### src/rtl/alsu_hs.sv
// Handshaked arithmetic/logic/shift unit: W-bit operands, 2W-bit result,
// iterative shift-add multiply, error flag and LED blink while the last result is in error.
module alsu_hs #(
    parameter int    W              = 3,
    parameter string INPUT_PRIORITY = "A",
    parameter string FULL_ADDER     = "ON",
    parameter int    LED_DIV        = 4
) (
    input  logic              clk,
    input  logic              rst,
    input  logic              in_valid,
    output logic              in_ready,
    input  logic [W-1:0]      a,
    input  logic [W-1:0]      b,
    input  logic [2:0]        opcode,
    input  logic              cin,
    input  logic              serial_in,
    input  logic              direction,
    input  logic              red_op_a,
    input  logic              red_op_b,
    input  logic              bypass_a,
    input  logic              bypass_b,
    output logic              out_valid,
    input  logic              out_ready,
    output logic [2*W-1:0]    out,
    output logic              err,
    output logic              busy,
    output logic [15:0]       leds
);

    localparam int RW     = 2 * W;
    localparam int CNT_W  = $clog2(W);
    localparam int LED_CW = (LED_DIV > 1) ? $clog2(LED_DIV) : 1;
    localparam bit PRIO_A = (INPUT_PRIORITY == "A");
    localparam bit PRIO_B = (INPUT_PRIORITY == "B");
    localparam bit FA_ON  = (FULL_ADDER == "ON");
    localparam bit FA_OFF = (FULL_ADDER == "OFF");
    localparam logic [CNT_W-1:0]  MUL_LAST = CNT_W'(W - 1);
    localparam logic [LED_CW-1:0] LED_LAST = LED_CW'(LED_DIV - 1);

    typedef enum logic [1:0] {IDLE, EXEC, MUL, DONE} state_t;

    state_t state_reg, state_next;

    logic [W-1:0]      a_reg, b_reg;
    logic [2:0]        opcode_reg;
    logic              cin_reg, serial_reg, dir_reg;
    logic              red_a_reg, red_b_reg, byp_a_reg, byp_b_reg;
    logic [RW-1:0]     out_reg, acc_reg, mcand_reg;
    logic [W-1:0]      mplier_reg;
    logic [CNT_W-1:0]  mul_cnt_reg;
    logic              err_reg, out_valid_reg;
    logic [15:0]       leds_reg;
    logic [LED_CW-1:0] led_cnt_reg;

    logic [RW-1:0] a_ext, b_ext, cin_ext, red_ext, add_result, exec_result;
    logic [RW-1:0] acc_sum, done_out;
    logic          invalid, red_a_val, red_b_val, red_bit;
    logic          exec_err, exec_to_mul, mul_last, complete, done_err;

    assign a_ext    = {{W{1'b0}}, a_reg};
    assign b_ext    = {{W{1'b0}}, b_reg};
    assign cin_ext  = {{(RW-1){1'b0}}, cin_reg};
    assign invalid  = (opcode_reg[2:1] == 2'b11) ||
                      ((red_a_reg || red_b_reg) && (opcode_reg[2:1] != 2'b00));

    // opcode bit 0 distinguishes AND (0) from XOR (1) reductions
    assign red_a_val = opcode_reg[0] ? ^a_reg : &a_reg;
    assign red_b_val = opcode_reg[0] ? ^b_reg : &b_reg;

    always_comb begin
        red_bit = 1'b0;
        if (red_a_reg && red_b_reg)
            red_bit = PRIO_A ? red_a_val : (PRIO_B ? red_b_val : 1'b0);
        else if (red_a_reg)
            red_bit = red_a_val;
        else
            red_bit = red_b_val;
    end

    assign red_ext    = {{(RW-1){1'b0}}, red_bit};
    assign add_result = FA_ON  ? (a_ext + b_ext + cin_ext) :
                        FA_OFF ? (a_ext + b_ext) : '0;

    always_comb begin
        exec_result = '0;
        exec_err    = 1'b0;
        exec_to_mul = 1'b0;
        if (byp_a_reg && byp_b_reg)
            exec_result = PRIO_A ? a_ext : (PRIO_B ? b_ext : '0);
        else if (byp_a_reg)
            exec_result = a_ext;
        else if (byp_b_reg)
            exec_result = b_ext;
        else if (invalid)
            exec_err = 1'b1;
        else begin
            case (opcode_reg)
                3'd0: exec_result = (red_a_reg || red_b_reg) ? red_ext : (a_ext & b_ext);
                3'd1: exec_result = (red_a_reg || red_b_reg) ? red_ext : (a_ext ^ b_ext);
                3'd2: exec_result = add_result;
                3'd3: exec_to_mul = 1'b1;
                3'd4: exec_result = dir_reg ? {out_reg[RW-2:0], serial_reg}
                                            : {serial_reg, out_reg[RW-1:1]};
                3'd5: exec_result = dir_reg ? {out_reg[RW-2:0], out_reg[RW-1]}
                                            : {out_reg[0], out_reg[RW-1:1]};
                default: exec_result = '0;
            endcase
        end
    end

    assign acc_sum  = acc_reg + (mplier_reg[0] ? mcand_reg : '0);
    assign mul_last = (mul_cnt_reg == MUL_LAST);
    assign complete = ((state_reg == EXEC) && !exec_to_mul) || ((state_reg == MUL) && mul_last);
    assign done_out = (state_reg == MUL) ? acc_sum : exec_result;
    assign done_err = (state_reg == MUL) ? 1'b0 : exec_err;

    always_ff @(posedge clk or posedge rst) begin
        if (rst)
            state_reg <= IDLE;
        else
            state_reg <= state_next;
    end

    always_comb begin
        state_next = state_reg;
        case (state_reg)
            IDLE: if (in_valid) state_next = EXEC;
            EXEC: state_next = exec_to_mul ? MUL : DONE;
            MUL:  if (mul_last) state_next = DONE;
            DONE: if (out_ready) state_next = IDLE;
            default: state_next = IDLE;
        endcase
    end

    always_comb begin
        in_ready = (state_reg == IDLE);
        busy     = (state_reg != IDLE);
    end

    always_ff @(posedge clk or posedge rst) begin
        if (rst) begin
            a_reg         <= '0;
            b_reg         <= '0;
            opcode_reg    <= '0;
            cin_reg       <= 1'b0;
            serial_reg    <= 1'b0;
            dir_reg       <= 1'b0;
            red_a_reg     <= 1'b0;
            red_b_reg     <= 1'b0;
            byp_a_reg     <= 1'b0;
            byp_b_reg     <= 1'b0;
            acc_reg       <= '0;
            mcand_reg     <= '0;
            mplier_reg    <= '0;
            mul_cnt_reg   <= '0;
            out_reg       <= '0;
            err_reg       <= 1'b0;
            out_valid_reg <= 1'b0;
            leds_reg      <= '0;
            led_cnt_reg   <= '0;
        end else begin
            if ((state_reg == IDLE) && in_valid) begin
                a_reg      <= a;
                b_reg      <= b;
                opcode_reg <= opcode;
                cin_reg    <= cin;
                serial_reg <= serial_in;
                dir_reg    <= direction;
                red_a_reg  <= red_op_a;
                red_b_reg  <= red_op_b;
                byp_a_reg  <= bypass_a;
                byp_b_reg  <= bypass_b;
            end
            if ((state_reg == EXEC) && exec_to_mul) begin
                acc_reg     <= '0;
                mcand_reg   <= a_ext;
                mplier_reg  <= b_reg;
                mul_cnt_reg <= '0;
            end
            if (state_reg == MUL) begin
                acc_reg     <= acc_sum;
                mcand_reg   <= {mcand_reg[RW-2:0], 1'b0};
                mplier_reg  <= mplier_reg >> 1;
                mul_cnt_reg <= mul_cnt_reg + CNT_W'(1);
            end
            if (complete) begin
                out_reg       <= done_out;
                err_reg       <= done_err;
                out_valid_reg <= 1'b1;
            end else if ((state_reg == DONE) && out_ready) begin
                out_valid_reg <= 1'b0;
            end
            // a fresh completion restarts the blink phase; a clean one also blanks the bank
            if (complete) begin
                led_cnt_reg <= '0;
                if (!done_err)
                    leds_reg <= '0;
            end else if (err_reg) begin
                if (led_cnt_reg == LED_LAST) begin
                    led_cnt_reg <= '0;
                    leds_reg    <= ~leds_reg;
                end else begin
                    led_cnt_reg <= led_cnt_reg + LED_CW'(1);
                end
            end
        end
    end

    assign out       = out_reg;
    assign err       = err_reg;
    assign out_valid = out_valid_reg;
    assign leds      = leds_reg;

endmodule

### config.mk
export PLATFORM = sky130hd
export DESIGN_NAME = alsu_hs
export DESIGN_NICKNAME = d
export VERILOG_FILES = /design/src/rtl/alsu_hs.sv
export SDC_FILE = /design/constraint.sdc
export NUM_CORES = 1
export LEC_CHECK = 0
export CAP_MARGIN = 0
export CORE_MARGIN = 8
export CORE_UTILIZATION = 50
export CTS_CLUSTER_SIZE = 28
export DETAILED_ROUTE_END_ITERATION = 6
export PLACE_DENSITY = 0.75
export SLEW_MARGIN = 30
export SYNTH_ARGS = -nofsm -noshare
export SYNTH_HDL_FRONTEND = slang
export SYNTH_SLANG_ARGS = --single-unit
export TNS_END_PERCENT = 50
### constraint.sdc
create_clock -name clk -period 1.8 [get_ports clk]
set_input_delay 0.45 -clock clk [delete_from_list [all_inputs] [get_ports clk]]
set_output_delay 0.45 -clock clk [all_outputs]
set_load 0.01 [all_outputs]
==> flow_metrics.tcl <==
set metrics [dict create \
    worstSetupEndpointType "flop" \
    routed-via-count 2734 \
    synth_cells 319 \
    failed_checks "negative setup slack" \
    detail_route.first_pass.iterations 4 \
    cts.clk_slew.worst_paths_ps 70 \
    whs_ps 428 \
    placeableCoreArea_um2 6390 \
    antenna_found_initial 0 \
    worst_hold_path_type "in2async" \
    final.period_utilization_pct 106 \
    synth_async_reset_ratio_pct 100 \
    initial_utilization_pct 52.1 \
    post_drt_wl_per_cell_um 17.6 \
    arrival_ps 2140 \
    highest_fanout_seen_on_the_critical_path 2 \
    dpl-instance-area_um2 4140 \
    numClockSinks 61 \
    drt_drc_violations_left 0 \
    routabilityCongestion 0.839 \
    synthesized_net_count 358 \
    synthesis.area_um2 3330 \
    status "finished, violations left" \
    final_hold_fails 0 \
    dieWidth_um 97.6 \
    drt-total-wl_um 8620 \
    met3RoutedLength_um 411 \
    drt-met1-wl_um 3690 \
    global_route.usage.total_pct 18.0 \
    stdcell_area_um2 4660 \
    seq_area_frac_synth_pct 45.9 \
    die_height_um 97.6 \
    number_of_drc_markers_after_the_initial_detailed_route_iteration 141 \
    synth.ff_latch_count 61 \
    crit_required_ps 2030 \
    max_cap_violations 0 \
    antenna-diode-count 0 \
    startpoint_type "flop" \
    vias_per_cell 5.58 \
    synth_cell_type_count 55 \
    grt_first_pass_wirelength_um 13900 \
    ctsRootBufferMaster "clkbuf_8" \
    relative_slew_slack_pct 64.9 \
    final_count_of_negative_setup_slack_endpoints 7 \
    timing.final.ws_setup_ps -111 \
    detailed_place_hpwl_um 5870 \
    max_clock_freq_ghz 0.523 \
    die_footprint_um2 9520 \
    power.density_cell_area_nw_per_um2 1650 \
    final_layout_size_suffix_gt1_share_pct 31.0 \
    fp-row-count 29 \
    syn_to_final_growth_pct 40.1 \
    layout.nets 447 \
    synthFlopType "dfrtp_1" \
    final_max_slew_viol_count 0 \
    gr-total-overflow 0 \
    tightest_slew_ps 526 \
    crit_start "a_reg[0]$_DFFE_PP0P_" \
    grt_start_max_net_pins 33 \
    largest_register_ff_count 16 \
    p_leak_nw 2.25 \
    post_synth.cell_area_avg_um2 10.4 \
    tritoncts "yes" \
    clock_path_buffers 2 \
    max-vdd-ir-drop_uv 1170 \
    ff2ff_setup_slack_ps -110 \
    number_of_global_route_vias_before_repair 2811 \
    critPathKind "reg2reg" \
    highest-signal-layer "met4" \
    grt_setup_unrepaired "true" \
    worst_skew_pair.late_latency_ps 350 \
    place_worst_setup_slack_ps -254 \
    worst_clock_skew_ps 6.14 \
    worst_r2r_startpoint "a_reg[0]$_DFFE_PP0P_" \
    synth_enable_flop_cells 0 \
    design.portCount 46 \
    synth-warning-count 0 \
    port_buffers 45 \
    cts_buffers 9 \
    cts-htree-levels 3 \
    post-route-util_pct 73.0 \
    detailroute.wirelength.met2_um 4260 \
    layout_min_cycle_time_ps 1910 \
    antenna_violating_nets_post_route 0 \
]
-- layout make-up --
class                   instances  area [um2]
multi-input cells             230        1860
repair buffers                 91         913
inverters                      15        60.1
fillers                       455        1730
clock inverters                 7        75.1
clock buffers                   9         124
flip-flops and latches         61        1530
well taps                      77        96.3
-- layer usage --
layer | up-vias | track usage [%]
li1 | 1308 | -
met1 | 1327 | 21.2
met2 | 75 | 29.2
met3 | 24 | 6.76
met4 | 0 | 6.64
met5 | - | 0
-- kinds of logic after synthesis --
family | Yosys count | synth area share [%]
AND/OR/NAND/NOR | 98 | 14.3
AO/OA/AOI/OAI | 76 | 16.2
flip-flops | 61 | 45.9
multiplexers | 32 | 10.3
buffers and inverters | 28 | 4.25
adder cells (fa/ha/maj) | 19 | 7.82
XOR/XNOR | 5 | 1.32
-- final timing paths --
check,end,depth (start not counted)
hold reg to reg,leds[7]$_DFFE_PP0P_,1
max in group asynchronous,red_b_reg$_DFFE_PP0P_,3
hold / removal,out[3]$_DFFE_PP0P_,2
setup reg to reg,out[2]$_DFFE_PP0P_,7
setup / recovery,out[2]$_DFFE_PP0P_,7
min in group clk,leds[7]$_DFFE_PP0P_,1
-- report_power, final --
group          internal, mW  total, mW  switching (mW)
sequential             1.77       2.24           0.476
combinational          2.18       4.24            2.06
clock                 0.642       1.22           0.582
-- layout by cell type (no fill, tap or decap), drive strengths merged, types with 3 or more instances in the layout --
cell / instances
buf: 45
mux2: 17
dfrtp: 61
a21oi: 10
a221oi: 3
dlymetal6s2s: 7
clkdlybuf4s50: 34
inv: 15
o21ai: 31
nor2: 18
nand3: 5
fa: 3
nand2b: 4
ha: 16
mux2i: 15
and2: 7
clkinvlp: 4
dlygate4sd2: 3
nand2: 47
nor3: 4
a31oi: 5
xnor2: 3
clkbuf: 10
a21o: 5
or2: 3
-- synthesized netlist by cell type, types with 2 or more instances --
cell type	n	area, um2
dfrtp_1	61	1530
nand2_1	46	173
o21ai_0	20	100
mux2_2	17	191
nor2_1	17	63.8
ha_1	16	200
inv_1	15	56.3
mux2i_1	15	150
a21oi_1	10	50.1
o21ai_1	8	40.0
and2_1	7	43.8
clkbuf_1	6	22.5
a21o_1	5	37.5
nand3_1	5	25.0
a31oi_1	4	25.0
buf_6	4	45.0
nand2b_1	4	25.0
nor3_1	4	20.0
a221oi_1	3	26.3
fa_1	3	60.1
o21ai_2	3	26.3
xnor2_1	3	26.3
a211o_1	2	17.5
a211oi_1	2	15.0
a22o_1	2	17.5
and2b_1	2	15.0
buf_2	2	10.0
o211ai_1	2	15.0
o22ai_1	2	12.5
o32a_1	2	20.0
or2_2	2	12.5
xor2_1	2	17.5
-- critical path: stages, from the launching register on --
cell	delay [ps]
dfrtp_1	410
fa_2	410
inv_2	70
fa_2	220
xor2_1	180
o21ai_1	110
a221oi_2	300
o41ai_2	90
-- through the flow --
stage | TNS (ps) | cells | power (mW)
floorplan | -340 | 319 | 4.35
global placement | -773 | 464 | 5.58
detailed placement | -1400 | 464 | 5.71
CTS | -436 | 482 | 7.13
global route | -1490 | 490 | 8.19
finish | -351 | 490 | 7.70
-- timing repair --
item / CTS / global route
gates resized for setup: 22 / 40
pin swaps: 9 / 20
gates cloned: 0 / 1
hold buffers: 0 / 0
endpoints found under the setup margin: 12 / 29
setup buffers: 2 / 7
Note: power is estimated with default switching activity, not from simulation.
